File: src/rtl/dmem_arbiter.sv
// Two-requester arbiter for the single-port data memory: pipeline MEM stage vs. debug/loader port.
// The core normally wins; dbg is forced through after MAX_WAIT lost cycles, or owns the port during a locked burst.
module dmem_arbiter #(
    parameter int MAX_WAIT  = 4,
    parameter int MAX_BURST = 8,
    parameter int CNT_W     = 4
) (
    input  logic        clk,
    input  logic        reset,
    input  logic        core_req,
    input  logic        core_we,
    input  logic [63:0] core_addr,
    input  logic [63:0] core_wdata,
    input  logic [2:0]  core_funct3,
    output logic [63:0] core_rdata,
    output logic        core_stall,
    input  logic        dbg_req,
    input  logic        dbg_we,
    input  logic        dbg_lock,
    input  logic [63:0] dbg_addr,
    input  logic [63:0] dbg_wdata,
    output logic        dbg_gnt,
    output logic        dbg_rvalid,
    output logic [63:0] dbg_rdata,
    output logic [63:0] mem_addr,
    output logic [63:0] mem_wdata,
    output logic        mem_read,
    output logic        mem_write,
    output logic [2:0]  mem_funct3,
    input  logic [63:0] mem_rdata,
    output logic [31:0] contention_cnt
);
    typedef enum logic {CORE = 1'b0, DBG_BURST = 1'b1} owner_t;

    typedef struct packed {
        logic [63:0] addr;
        logic [63:0] wdata;
        logic [2:0]  funct3;
        logic        we;
    } mem_req_t;

    localparam logic [CNT_W-1:0] WAIT_MAX  = CNT_W'(MAX_WAIT);
    localparam logic [CNT_W-1:0] BURST_MAX = CNT_W'(MAX_BURST);

    owner_t           owner, owner_nxt;
    logic [CNT_W-1:0] wait_cnt, wait_nxt;
    logic [CNT_W-1:0] burst_cnt, burst_nxt;
    logic             core_grant, dbg_grant, forced_core;
    mem_req_t         core_r, dbg_r, sel_r;

    assign core_r = '{addr: core_addr, wdata: core_wdata, funct3: core_funct3, we: core_we};
    assign dbg_r  = '{addr: dbg_addr, wdata: dbg_wdata, funct3: 3'b011, we: dbg_we};

    always_comb begin
        core_grant = 1'b0;
        dbg_grant  = 1'b0;
        if (!reset) begin
            if (owner == DBG_BURST && dbg_req && dbg_lock) begin
                if (core_req && burst_cnt == BURST_MAX) core_grant = 1'b1;
                else                                    dbg_grant  = 1'b1;
            end else if (core_req && dbg_req) begin
                if (wait_cnt == WAIT_MAX) dbg_grant  = 1'b1;
                else                      core_grant = 1'b1;
            end else begin
                core_grant = core_req;
                dbg_grant  = dbg_req;
            end
        end
    end

    assign forced_core = (owner == DBG_BURST) && dbg_req && dbg_lock && core_grant;

    // The grant that opens a burst counts toward burst_cnt, so the core never
    // loses more than MAX_BURST consecutive cycles to a locked burst.
    always_comb begin
        owner_nxt = CORE;
        burst_nxt = '0;
        if (dbg_grant || !dbg_req)  wait_nxt = '0;
        else if (wait_cnt == WAIT_MAX) wait_nxt = wait_cnt;
        else                        wait_nxt = wait_cnt + 1'b1;
        if (forced_core) begin
            owner_nxt = DBG_BURST;
        end else if (dbg_grant && dbg_lock) begin
            owner_nxt = DBG_BURST;
            burst_nxt = burst_cnt;
            if (core_req && burst_cnt != BURST_MAX) burst_nxt = burst_cnt + 1'b1;
        end
    end

    assign sel_r      = dbg_grant ? dbg_r : core_r;
    assign mem_addr   = sel_r.addr;
    assign mem_wdata  = sel_r.wdata;
    assign mem_funct3 = sel_r.funct3;
    assign mem_read   = (core_grant & ~core_we) | (dbg_grant & ~dbg_we);
    assign mem_write  = (core_grant & core_we) | (dbg_grant & dbg_we);
    assign core_rdata = core_grant ? mem_rdata : 64'd0;
    assign core_stall = core_req & ~core_grant & ~reset;
    assign dbg_gnt    = dbg_grant;

    always_ff @(posedge clk) begin
        if (reset) begin
            owner          <= CORE;
            wait_cnt       <= '0;
            burst_cnt      <= '0;
            dbg_rvalid     <= 1'b0;
            dbg_rdata      <= 64'd0;
            contention_cnt <= 32'd0;
        end else begin
            owner      <= owner_nxt;
            wait_cnt   <= wait_nxt;
            burst_cnt  <= burst_nxt;
            dbg_rvalid <= dbg_grant & ~dbg_we;
            if (dbg_grant && !dbg_we) dbg_rdata <= mem_rdata;
            if (core_req && dbg_req)  contention_cnt <= contention_cnt + 32'd1;
        end
    end
endmodule

File: config.mk
export PLATFORM = sky130hd
export DESIGN_NAME = dmem_arbiter
export DESIGN_NICKNAME = d
export VERILOG_FILES = /design/src/rtl/dmem_arbiter.sv
export SDC_FILE = /design/constraint.sdc
export NUM_CORES = 1
export LEC_CHECK = 0
export BUFFER_PORTS_ARGS = -buffer_cell sky130_fd_sc_hd__buf_4
export CAP_MARGIN = 40
export CORE_AREA = 2 2 247 249
export DETAILED_ROUTE_END_ITERATION = 10
export DIE_AREA = 0 0 249 251
export MAX_ROUTING_LAYER = met4
export PLACE_DENSITY_LB_ADDON = 0.2
export REMOVE_ABC_BUFFERS = 1
export SLEW_MARGIN = 40
export SYNTH_ARGS = -nofsm -noshare
export SYNTH_HDL_FRONTEND = slang
export SYNTH_SLANG_ARGS = --single-unit
File: constraint.sdc
create_clock -name clk -period 3.4 [get_ports clk]
set_input_delay 0.17 -clock clk [delete_from_list [all_inputs] [get_ports clk]]
set_output_delay 0.17 -clock clk [all_outputs]
set_load 0.05 [all_outputs]
==> reports/metrics.json, run 1 <==
{
  "route": {
    "detailedRoute.firstIterationViolations": 210,
    "post_drt_via_cell_ratio": 3.70,
    "drt_pass_1_iters": 4,
    "avgRoutedWirePerCell_um": 21.9,
    "detailroute.via_count": 7913,
    "drt_drc_violations_left": 0,
    "antenna_violating_nets_post_route": 0,
    "routed_wirelength_um": 46900
  },
  "clock_network": {
    "post_cts.repair.setup_buffers": 0,
    "clkSlewWorstSetupHoldPaths_ns": 0.08,
    "cts_root_buf": "clkbuf_16",
    "clock_insertion_delay_worst_skew_ns": 0.38,
    "cts_htree_levels": 3,
    "tritoncts_clock_tree": "yes",
    "clock_sinks": 106,
    "cts_made_buffers": 9,
    "clockBufferDepth": 2
  },
  "worst_setup_path": {
    "setup.worst_path.class": "reg2out",
    "critical_path_required_ns": 3.23,
    "worst-path-max-fanout": 41,
    "timing.reg2reg.worst_path_depth": 4,
    "worst-r2r-setup-slack_ns": 1.15,
    "arr_time_crit_path_ns": 2.80,
    "crit_path_end_kind": "output port",
    "critical_path.startpoint_type": "flip-flop"
  },
  "global_routing": {
    "gr-usage-all-layers_pct": 14.9,
    "grt_overflow_total": 0,
    "grt_pass1_wl_um": 63300,
    "number_of_antenna_violations_at_the_first_check_in_global_routing": 20,
    "grt_start_max_net_pins": 67,
    "grt_pass1_vias": 8034
  },
  "power": {
    "clockPowerShare_pct": 30.9,
    "p_int_mw": 2.58,
    "share_seq_of_total_power_pct": 31.0,
    "power.leakage_nw": 5.30,
    "combPwrFrac_pct": 38.1,
    "netSwitchingPower_mw": 1.53,
    "power_mw": 4.11,
    "power_per_unit_of_standard_cell_area_nw_per_um2": 335,
    "proportion_of_total_power_due_to_net_switching_pct": 37.1,
    "ir_worst_vdd_uv": 229
  },
  "timing": {
    "finalHoldViolations": 0,
    "unrepaired_setup_endpoints_after_global_routing": "false",
    "period_share_pct": 87.4,
    "fmaxAchievable_ghz": 0.336,
    "worstMarginPinSlew_ns": 0.793,
    "slew_viol_final": 0,
    "worst_clock_skew_ns": 0.0139,
    "maxSlewHeadroom_pct": 47.1,
    "setup_viol": 0,
    "totalNegativeSetupSlack_ns": 0,
    "finalCriticalPeriod_ns": 2.97
  },
  "final_layout": {
    "final_layout_size_suffix_gt1_share_pct": 58.5,
    "fillers": 6737,
    "most_common_cell_after_layout_fill_and_taps_aside": "buf_4",
    "finish.net_count": 1678,
    "synthToLayoutAreaGrowth_pct": 95.3,
    "most-common-layout-cells": "buf_4, nand2_1, mux2_2"
  },
  "die": {
    "ios": 626,
    "floorplan.die.width_um": 249,
    "placementRows": 90,
    "die-area_um2": 62500,
    "core_um2": 59800,
    "initial_utilization_pct": 10.5,
    "die_height_um": 251
  },
  "yosys": {
    "yosys.cell_types.count": 42,
    "synthesis.area_um2": 6280,
    "synth_seq_cells": 106,
    "synth_area_per_inst_um2": 8.37,
    "synth.yosys.seq_area_share_pct": 33.8,
    "yosysWarnings": 0,
    "syn_inst": 750
  },
  "place": {
    "gpl.final_weighted_congestion": 0.864,
    "place.detailed.hpwl_um": 40600,
    "port_buffers": 625
  },
  "run": {
    "maxCapViolations": 0
  },
  "worst_hold_path": {
    "worst_hold_class": "in2reg",
    "hold-path-cell-count": 3
  },
  "run_status": {
    "run_status": "finished clean"
  }
}
worst paths after layout:
path | to | startpoint
setup reg to reg | contention_cnt[31] | contention_cnt[7]
hold / removal | dbg_rdata[47] | mem_rdata[47]
setup / recovery | mem_addr[45] | burst_cnt[0]
hold reg to reg | dbg_rdata[63] | dbg_rdata[63]
routing by layer:
layer	vias to the layer above	track usage [%]	routed length, µm
li1	3819	-	-
met1	3697	15.8	17900
met2	363	25.6	23300
met3	34	6.11	4670
met4	0	4.48	1100
met5	-	-	0
critical path, cell delays in order, from the launching register on:
cell	delay, ns
dfxtp_1	0.37
inv_1	0.09
ha_1	0.21
nand3b_1	0.25
o221a_4	0.55
buf_12	0.31
mux2_2	0.37
buf_4	0.21
area by class of cell:
class / instances / area [µm²] / share of cell area, %
Tap cell: 782 / 978 / 7.98
Antenna cell: 10 / 25.0 / 0.204
Clock buffer: 9 / 225 / 1.84
Clock inverter: 7 / 124 / 1.01
Multi-Input combinational cell: 579 / 3900 / 31.8
Timing Repair Buffer: 636 / 4840 / 39.5
Sequential cell: 106 / 2120 / 17.3
Inverter: 11 / 41.3 / 0.337
through the flow:
step / setup WS (ns) / instances / util (%) / area [µm²] / hold WS, ns
after detailed placement: 0.821 / 2112 / 19.8 / 11900 / 0.439
after floorplan: -2.29 / 696 / - / 6040 / 0.239
after global routing: 0.288 / 2140 / 20.5 / 12300 / 0.0235
after CTS: 0.372 / 2130 / 20.5 / 12200 / 0.000223
final: 0.428 / 2140 / 20.5 / 12300 / 0.0390
after global placement: 0.863 / 2112 / 19.8 / 11900 / 0.431
power groups by stage:
| stage | clock [mW] | sequential, mW | combinational [mW] |
|---|---|---|---|
| global placement | 0 | 1.30 | 1.60 |
| global route | 1.37 | 1.27 | 1.64 |
| finish | 1.27 | 1.27 | 1.57 |
| detailed placement | 0 | 1.30 | 1.59 |
| CTS | 1.34 | 1.27 | 1.60 |
| floorplan | 0 | 1.36 | 0.758 |
state kept, by name, summed over array words and instances (netlist names):
register        count
burst_cnt           4
contention_cnt     32
dbg_rdata          64
dbg_rvalid          1
owner               1
wait_cnt            4
synth_stat cells, drive strengths merged:
master | number | area, µm²
nand2 | 148 | 563
mux2 | 128 | 1440
dfxtp | 106 | 2120
a21oi | 91 | 455
and2 | 64 | 400
clkbuf | 33 | 124
buf | 21 | 114
nor2 | 17 | 63.8
nand3 | 15 | 75.1
nand4 | 13 | 81.3
or4 | 13 | 101
inv | 11 | 41.3
o31ai | 10 | 75.1
or3 | 10 | 62.6
xnor2 | 9 | 78.8
o21ai | 7 | 35.0
ha | 5 | 62.6
nor3 | 5 | 25.0
nor4 | 5 | 31.3
xor2 | 5 | 43.8
o41ai | 4 | 35.0
or2 | 4 | 25.0
or4b | 4 | 40.0
and3 | 3 | 18.8
and4 | 3 | 26.3
nor2b | 3 | 18.8
and3b | 2 | 17.5
nand3b | 2 | 15.0
a21bo | 1 | 10.0
a21o | 1 | 7.51
a22o | 1 | 8.76
a41oi | 1 | 8.76
mux2i | 1 | 10.0
nor3b | 1 | 7.51
o211a | 1 | 10.0
o221a | 1 | 11.3
o221ai | 1 | 8.76
what timing repair did:
item	4_1_cts	5_1_grt
resized for setup	0	0
hold endpoints to repair	2	0
hold buffers	2	0
kinds of logic after synthesis:
| logic type | share of synthesized area (%) |
|---|---|
| muxes | 23.1 |
| AOI/OAI and AO/OA | 10.6 |
| xor gates and xnor gates | 1.95 |
| buffers and inverters | 4.45 |
| and+or+nand+nor | 25.1 |
| DFF | 33.8 |
| adders and majority gates | 0.997 |
Power figures use the tool's default switching activity.
==> inputs of run 2 (changes only) <==
- BUFFER_PORTS_ARGS: -buffer_cell sky130_fd_sc_hd__buf_4 -> -buffer_cell sky130_fd_sc_hd__buf_2
==> reports/metrics.json, run 2 (synthesis gave the netlist of run 1 again) <==
{
  "route": {
    "drt_pass_1_iters": {"value": 4, "change": "unchanged"},
    "avgRoutedWirePerCell": {"value": 21.6, "unit": "µm", "change": "-1.7%"},
    "detailedRoute.firstIterationViolations": {"value": 355, "change": "+69%"},
    "detailroute.via_count": {"value": 7995, "change": "+1.0%"},
    "antenna_violating_nets_post_route": {"value": 0, "change": "unchanged"},
    "drt_drc_violations_left": {"value": 0, "change": "unchanged"},
    "post_drt_via_cell_ratio": {"value": 3.72, "change": "+0.66%"},
    "routed_wirelength": {"value": 46300, "unit": "µm", "change": "-1.4%"}
  },
  "final_layout": {
    "registers.top_by_ff_count": "dbg_rdata",
    "finish.net_count": {"value": 1677, "change": "-0.060%"},
    "finalNonFillerCells": {"value": 2148, "change": "+0.37%"},
    "finish.instance_area": {"value": 10600, "unit": "µm²", "change": "-13%"},
    "most_common_cell_after_layout_fill_and_taps_aside": "buf_2",
    "layout.core_utilization": {"value": 17.8, "unit": "%", "change": "-2.7 points"},
    "most-common-layout-cells": "buf_2, nand2_1, mux2_2",
    "largest_registers": "dbg_rdata x64, contention_cnt x32",
    "synthToLayoutAreaGrowth_pct": 69.1,
    "final_layout_size_suffix_gt1_share": {"value": 58.6, "unit": "%", "change": "+0.087 points"},
    "largest_register_ffs": {"value": 64, "change": "unchanged"}
  },
  "global_routing": {
    "grt_pass1_vias": {"value": 7794, "change": "-3.0%"},
    "grt_overflow_total": {"value": 0, "change": "unchanged"},
    "gr-usage-all-layers": {"value": 14.6, "unit": "%", "change": "-0.33 points"},
    "number_of_antenna_violations_at_the_first_check_in_global_routing": {"value": 34, "change": "+70%"},
    "grt.met2_usage": {"value": 24.6, "unit": "%", "change": "-0.97 points"},
    "globalRouteMet1Util": {"value": 16.1, "unit": "%", "change": "+0.35 points"},
    "grt_pass1_wl": {"value": 62200, "unit": "µm", "change": "-1.7%"},
    "grtUsageMet3": {"value": 5.33, "unit": "%", "change": "-0.78 points"},
    "grt_start_max_net_pins": {"value": 65, "change": "-3.0%"},
    "global_route.peak_usage_layer": "met2"
  },
  "clock_network": {
    "tritoncts_clock_tree": "yes",
    "cts_root_buf": "clkbuf_16",
    "clockBufferDepth": {"value": 2, "change": "unchanged"},
    "resized_cells_post_cts": {"value": 0, "change": "unchanged"},
    "clock_sinks": {"value": 106, "change": "unchanged"},
    "cts_htree_levels": {"value": 3, "change": "unchanged"},
    "clkSlewWorstSetupHoldPaths": {"value": 0.08, "unit": "ns", "change": "about the same"},
    "cts_made_buffers": {"value": 9, "change": "unchanged"},
    "post_cts.repair.setup_buffers": {"value": 0, "change": "unchanged"},
    "holdBufCountCts": {"value": 0, "change": "-2"},
    "clock_insertion_delay_worst_skew": {"value": 0.37, "unit": "ns", "change": "about the same"}
  },
  "power": {
    "power.leakage": {"value": 4.85, "unit": "nW", "change": "-8.4%"},
    "power_per_unit_of_standard_cell_area": {"value": 346, "unit": "nW/µm²", "change": "+3.3%"},
    "power": {"value": 3.68, "unit": "mW", "change": "-11%"},
    "ir_worst_vdd": {"value": 174, "unit": "µV", "change": "-24%"}
  },
  "timing": {
    "worstMarginPinSlew": {"value": 0.820, "unit": "ns", "change": "+0.0267 ns"},
    "fin_hold_ws": {"value": 0.0415, "unit": "ns", "change": "+0.00255 ns"},
    "totalNegativeSetupSlack": {"value": 0, "unit": "ns", "change": "unchanged"},
    "fmaxAchievable": {"value": 0.332, "unit": "GHz", "change": "-1.3%"},
    "unrepaired_setup_endpoints_after_global_routing": "false",
    "period_share": {"value": 88.6, "unit": "%", "change": "+1.2 points"},
    "maxSlewHeadroom": {"value": 45.4, "unit": "%", "change": "-1.8 points"},
    "slew_viol_final": {"value": 0, "change": "unchanged"},
    "finalCriticalPeriod": {"value": 3.01, "unit": "ns", "change": "+0.0391 ns"},
    "setup_viol": {"value": 0, "change": "unchanged"},
    "final_critical_path_setup_slack": {"value": 0.388, "unit": "ns", "change": "-0.0391 ns"},
    "worst_clock_skew": {"value": 0.0107, "unit": "ns", "change": "-0.00315 ns"},
    "finalHoldViolations": {"value": 0, "change": "unchanged"}
  },
  "worst_setup_path": {
    "worst_setup_path_startpoint": "wait_cnt[0]",
    "arr_time_crit_path": {"value": 2.84, "unit": "ns", "change": "+0.04 ns"},
    "critical_path.startpoint_type": "flip-flop",
    "setup.worst_path.class": "reg2out",
    "crit_path_end_kind": "output port",
    "cpMaxStageDelayCell": "o221a_4",
    "worst_path_largest_cell_delay": {"value": 0.50, "unit": "ns", "change": "-0.05 ns"},
    "worst_r2r_startpoint": "wait_cnt[0]",
    "worst-path-max-fanout": {"value": 22, "change": "-46%"},
    "worst_path_dominant_cell_family": "buffers and inverters",
    "timing.critical_path.cells": "inv_1, ha_1, and3b_1, o221a_4, buf_4, mux2_2, buf_2",
    "crit_buf_inv": {"value": 3, "change": "unchanged"},
    "critical_path_required": {"value": 3.23, "unit": "ns", "change": "about the same"}
  },
  "worst_hold_path": {
    "worst_hold_class": "in2reg",
    "hold_path_startpoint": "mem_rdata[48]"
  },
  "die": {
    "die-area": {"value": 62500, "unit": "µm²", "change": "unchanged"},
    "ios": {"value": 626, "change": "unchanged"},
    "initial_utilization": {"value": 10.5, "unit": "%", "change": "unchanged"},
    "floorplan.die.width": {"value": 249, "unit": "µm", "change": "unchanged"},
    "die_height": {"value": 251, "unit": "µm", "change": "unchanged"},
    "placementRows": {"value": 90, "change": "unchanged"},
    "core": {"value": 59800, "unit": "µm²", "change": "unchanged"}
  },
  "run": {
    "maxCapViolations": {"value": 0, "change": "unchanged"}
  },
  "place": {
    "gpl.final_weighted_congestion": {"value": 0.907, "change": "+5.0%"},
    "place_inst": {"value": 2113, "change": "+0.047%"},
    "placement.cell_area": {"value": 10300, "unit": "µm²", "change": "-13%"},
    "port_buffers": {"value": 625, "change": "unchanged"},
    "place_worst_setup_slack": {"value": 0.731, "unit": "ns", "change": "-0.0902 ns"},
    "place.detailed.hpwl": {"value": 40200, "unit": "µm", "change": "-1.1%"}
  },
  "run_status": {
    "run_status": "finished clean"
  }
}
-- run 2: changes by cell type in the layout (fill, tap and decap cells not counted) --
| cell | change |
|---|---|
| bufinv_16 | -3 |
| dlygate4sd3_1 | -2 |
| clkinv_2 | -1 |
| buf_12 | -2 |
| clkinvlp_4 | +1 |
| diode_2 | +10 |
| inv_6 | -1 |
| buf_4 | -621 |
| buf_2 | +624 |
| clkinv_4 | +3 |
-- run 2: final cells by class --
| class | instances | area (µm²) |
|---|---|---|
| diodes | 20 | 50.0 |
| flip-flops and latches | 106 | 2120 |
| well taps | 782 | 978 |
| repair buffers | 635 | 3240 |
| multi-input cells | 579 | 3900 |
| inverters | 11 | 41.3 |
| clock buffers | 9 | 225 |
| fillers | 6858 | 49200 |
| clock inverters | 6 | 53.8 |
-- run 2: routing by layer --
| layer | share of wire, % | wire (µm) |
|---|---|---|
| met1 | 39 | 18300 |
| met2 | 48 | 22200 |
| met3 | 9.4 | 4370 |
| met4 | 3.3 | 1520 |
| met5 | 0 | 0 |
-- run 2: worst reg2reg max path: stages, from the launching register on --
cell	delay, ns
dfxtp_1	0.33
inv_1	0.09
ha_1	0.19
and3b_1	0.31
o221ai_4	0.14
inv_2	0.53
buf_12	0.30
nand2_1	0.15
a21oi_1	0.13
-- run 2: power by group --
part	switching, mW	internal, mW
logic	0.973	0.388
registers	0.0104	1.26
clock network	0.539	0.505
-- run 2: final timing paths --
| kind | depth (start not counted) | end | slack [ns] |
|---|---|---|---|
| hold reg to reg | 2 | dbg_rdata[60] | 0.45 |
| setup / recovery | 7 | mem_addr[8] | 0.39 |
| setup reg to reg | 8 | dbg_rdata[36] | 1.16 |
| hold / removal | 3 | dbg_rdata[48] | 0.04 |
==> inputs of run 3 (changes only) <==
- ABC_AREA: unset -> 1
- CORE_AREA: 2 2 247 249 -> 2 2 243 245
- DIE_AREA: 0 0 249 251 -> 0 0 245 247
==> reports/metrics.json, run 3 <==
{
  "run_status": {
    "run_status": "finished clean"
  },
  "place": {
    "place_worst_setup_slack": {"value": 0.897, "unit": "ns", "change": "+0.166 ns"},
    "port_buffers": {"value": 625, "change": "unchanged"},
    "place.detailed.hpwl": {"value": 31300, "unit": "µm", "change": "-22%"},
    "gpl.final_weighted_congestion": {"value": 0.949, "change": "+4.6%"}
  },
  "timing": {
    "final_critical_path_setup_slack": {"value": 0.536, "unit": "ns", "change": "+0.147 ns"},
    "finalHoldViolations": {"value": 0, "change": "unchanged"},
    "fmaxAchievable": {"value": 0.349, "unit": "GHz", "change": "+5.1%"},
    "period_share": {"value": 84.2, "unit": "%", "change": "-4.3 points"},
    "setup_viol": {"value": 0, "change": "unchanged"},
    "slew_viol_final": {"value": 0, "change": "unchanged"},
    "maxSlewHeadroom": {"value": 50.2, "unit": "%", "change": "+4.8 points"},
    "worst_clock_skew": {"value": 0.0128, "unit": "ns", "change": "+0.00210 ns"},
    "finalCriticalPeriod": {"value": 2.86, "unit": "ns", "change": "-0.147 ns"},
    "worstMarginPinSlew": {"value": 0.747, "unit": "ns", "change": "-0.0724 ns"},
    "unrepaired_setup_endpoints_after_global_routing": "false",
    "fin_hold_ws": {"value": 0.140, "unit": "ns", "change": "+0.0986 ns"}
  },
  "die": {
    "die_height": {"value": 247, "unit": "µm", "change": "-1.6%"},
    "core": {"value": 58200, "unit": "µm²", "change": "-2.6%"},
    "floorplan.die.width": {"value": 245, "unit": "µm", "change": "-1.6%"},
    "placementRows": {"value": 89, "change": "-1.1%"},
    "ios": {"value": 626, "change": "unchanged"},
    "die-area": {"value": 60500, "unit": "µm²", "change": "-3.2%"},
    "initial_utilization": {"value": 11.7, "unit": "%", "change": "+1.2 points"}
  },
  "worst_setup_path": {
    "cpMaxStageDelayCell": "buf_4",
    "worst-path-max-fanout": {"value": 46, "change": "+110%"},
    "setup.worst_path.class": "reg2out",
    "arr_time_crit_path": {"value": 2.69, "unit": "ns", "change": "-0.15 ns"},
    "crit_path_end_kind": "output port",
    "worst_path_largest_cell_delay": {"value": 0.37, "unit": "ns", "change": "-0.13 ns"},
    "timing.critical_path.cells": "inv_1, ha_1, nand4_1, nor2_1, inv_1, nand2_1, nand2_2, buf_4, nor2_1, buf_2",
    "critical_path.startpoint_type": "flip-flop",
    "critical_path_required": {"value": 3.23, "unit": "ns", "change": "about the same"}
  },
  "yosys": {
    "synth_top_area_share": {"value": 31.2, "unit": "%", "change": "-2.6 points"},
    "synth.cells.most_frequent": "nand2_1, nor2_1, dfxtp_1",
    "synth_seq_cells": {"value": 106, "change": "unchanged"},
    "synth.yosys.seq_area_share": {"value": 31.2, "unit": "%", "change": "-2.6 points"},
    "synth_edf_count": {"value": 0, "change": "unchanged"},
    "synthArstFlopShare": {"value": 0, "unit": "%", "change": "unchanged"},
    "yosysWarnings": {"value": 0, "change": "unchanged"},
    "synth_area_per_inst": {"value": 5.58, "unit": "µm²", "change": "-33%"},
    "synthMostInstantiatedCell": "nand2_1",
    "ys_dominant_reg_cell": "dfxtp_1",
    "yosys.cell_types.count": {"value": 28, "change": "-33%"},
    "syn_inst": {"value": 1219, "change": "+63%"},
    "synthesis.area": {"value": 6800, "unit": "µm²", "change": "+8.4%"},
    "synth_top_area_cell": "dfxtp_1",
    "yosys-top-cells-area": "dfxtp_1, nand2_1, nor2_1"
  },
  "clock_network": {
    "resized_cells_post_cts": {"value": 0, "change": "unchanged"},
    "post_cts.repair.setup_buffers": {"value": 0, "change": "unchanged"},
    "clkSlewWorstSetupHoldPaths": {"value": 0.08, "unit": "ns", "change": "about the same"},
    "tritoncts_clock_tree": "yes",
    "cts_made_buffers": {"value": 9, "change": "unchanged"},
    "cts_root_buf": "clkbuf_16",
    "clock_insertion_delay_worst_skew": {"value": 0.38, "unit": "ns", "change": "about the same"},
    "holdBufCountCts": {"value": 0, "change": "unchanged"},
    "cts_htree_levels": {"value": 3, "change": "unchanged"},
    "clock_sinks": {"value": 106, "change": "unchanged"},
    "clockBufferDepth": {"value": 2, "change": "unchanged"}
  },
  "power": {
    "power.leakage": {"value": 6.31, "unit": "nW", "change": "+30%"},
    "share_seq_of_total_power": {"value": 32.7, "unit": "%", "change": "-1.9 points"},
    "power_per_unit_of_standard_cell_area": {"value": 356, "unit": "nW/µm²", "change": "+2.9%"},
    "combPwrFrac": {"value": 38.9, "unit": "%", "change": "+1.9 points"},
    "proportion_of_total_power_due_to_net_switching": {"value": 44.0, "unit": "%", "change": "+2.6 points"},
    "netSwitchingPower": {"value": 1.74, "unit": "mW", "change": "+14%"},
    "ir_worst_vdd": {"value": 205, "unit": "µV", "change": "+18%"},
    "p_int": {"value": 2.21, "unit": "mW", "change": "+2.6%"},
    "clockPowerShare": {"value": 28.4, "unit": "%", "change": "about the same"}
  },
  "final_layout": {
    "registers.top_by_ff_count": "dbg_rdata",
    "most_common_cell_after_layout_fill_and_taps_aside": "buf_2",
    "fillers": {"value": 6813, "change": "-0.66%"},
    "largest_register_ffs": {"value": 64, "change": "unchanged"},
    "largest_registers": "dbg_rdata x64, contention_cnt x32",
    "layout.core_utilization": {"value": 19.0, "unit": "%", "change": "+1.3 points"},
    "finish.net_count": {"value": 2126, "change": "+27%"},
    "synthToLayoutAreaGrowth_pct": 62.9,
    "most-common-layout-cells": "buf_2, nand2_1, nor2_1",
    "seqCellArea": {"value": 2120, "unit": "µm²", "change": "unchanged"},
    "final_layout_size_suffix_gt1_share": {"value": 37.0, "unit": "%", "change": "-22 points"},
    "multiInputGateArea": {"value": 3960, "unit": "µm²", "change": "+1.4%"}
  },
  "global_routing": {
    "grt_start_max_net_pins": {"value": 116, "change": "+78%"},
    "grt_pass1_vias": {"value": 9150, "change": "+17%"},
    "grt_overflow_total": {"value": 0, "change": "unchanged"},
    "gr-usage-all-layers": {"value": 12.5, "unit": "%", "change": "-2.1 points"},
    "grt_pass1_wl": {"value": 55500, "unit": "µm", "change": "-11%"},
    "number_of_antenna_violations_at_the_first_check_in_global_routing": {"value": 4, "change": "-88%"}
  },
  "route": {
    "antenna_violating_nets_post_route": {"value": 0, "change": "unchanged"},
    "detailedRoute.firstIterationViolations": {"value": 376, "change": "+5.9%"},
    "detailroute.via_count": {"value": 9504, "change": "+19%"},
    "drt_drc_violations_left": {"value": 0, "change": "unchanged"},
    "avgRoutedWirePerCell": {"value": 14.9, "unit": "µm", "change": "-31%"},
    "drt_pass_1_iters": {"value": 5, "change": "+1"},
    "routed_wirelength": {"value": 38300, "unit": "µm", "change": "-17%"},
    "post_drt_via_cell_ratio": {"value": 3.70, "change": "-0.72%"}
  },
  "worst_hold_path": {
    "worst_hold_class": "in2reg"
  },
  "run": {
    "maxCapViolations": {"value": 0, "change": "unchanged"}
  }
}
## run 3: changes by cell type after synthesis, sizes merged, moves of 10 or more
cell	delta
mux2	-128
buf	+40
nand2	+369
inv	+95
and2	-64
a21oi	-72
nor2	+233
or4	-13
nand4	+63
clkbuf	-21
o31ai	-10
or3	-10
## run 3: power groups by stage
stage	clock network (mW)	registers, mW	logic, mW
detailed placement	0	1.32	1.54
CTS	1.20	1.29	1.54
global route	1.22	1.30	1.64
floorplan	0	1.43	0.881
global placement	0	1.32	1.54
finish	1.12	1.29	1.53
## run 3: final cells by class
| class | count | share of cell area (%) |
|---|---|---|
| diodes | 3 | 0.0678 |
| clock buffers | 10 | 2.16 |
| clock inverters | 6 | 0.587 |
| inverters | 106 | 3.61 |
| multi-input cells | 934 | 35.7 |
| flip-flops and latches | 106 | 19.2 |
| well taps | 773 | 8.73 |
| repair buffers | 634 | 30.0 |
## run 3: final timing paths
check	from	end	slack, ns	cells past startpoint
worst max register to register	burst_cnt[0]	dbg_rdata[16]	1.10	11
worst min register to register	dbg_rdata[19]	dbg_rdata[19]	0.47	2
worst max-delay path	burst_cnt[0]	core_rdata[28]	0.54	10
worst min-delay path	mem_rdata[36]	dbg_rdata[36]	0.14	5
## run 3: critical path, delay by kind of cell (launching register included)
family / cells / cell delay (ns)
flip-flops: 1 / 0.34
AND/OR/NAND/NOR: 5 / 0.97
adder cells (fa/ha/maj): 1 / 0.16
buffers and inverters: 4 / 0.80
## run 3: metrics by stage
step / total power, mW / instance area, µm² / setup TNS [ns] / cells
after CTS: 4.04 / 11100 / 0 / 2569
after floorplan: 2.31 / 6450 / -762.21 / 1146
after detailed placement: 2.86 / 10800 / 0 / 2553
final: 3.94 / 11100 / 0 / 2572
after global placement: 2.86 / 10800 / 0 / 2553
after global routing: 4.16 / 11100 / 0 / 2572
## run 3: routing by layer
layer	share of wire [%]	track usage (%)	vias to the layer above
met2	46	20.1	379
met5	0	-	-
met3	8.2	3.66	23
met4	1.7	3.32	0
li1	-	-	4888
met1	44	15.2	4214
## run 3: logic make-up (layout without fill, tap and decap cells)
kind of cell / Yosys count / after routing / share of synthesized area, %
other cells: 0 / 3 / 0
compound gates: 39 / 39 / 3.00
flops: 106 / 106 / 31.2
fa+ha+maj: 5 / 5 / 0.920
simple gates: 880 / 880 / 52.5
xor+xnor: 10 / 10 / 1.29
buf+inv: 179 / 756 / 11.1
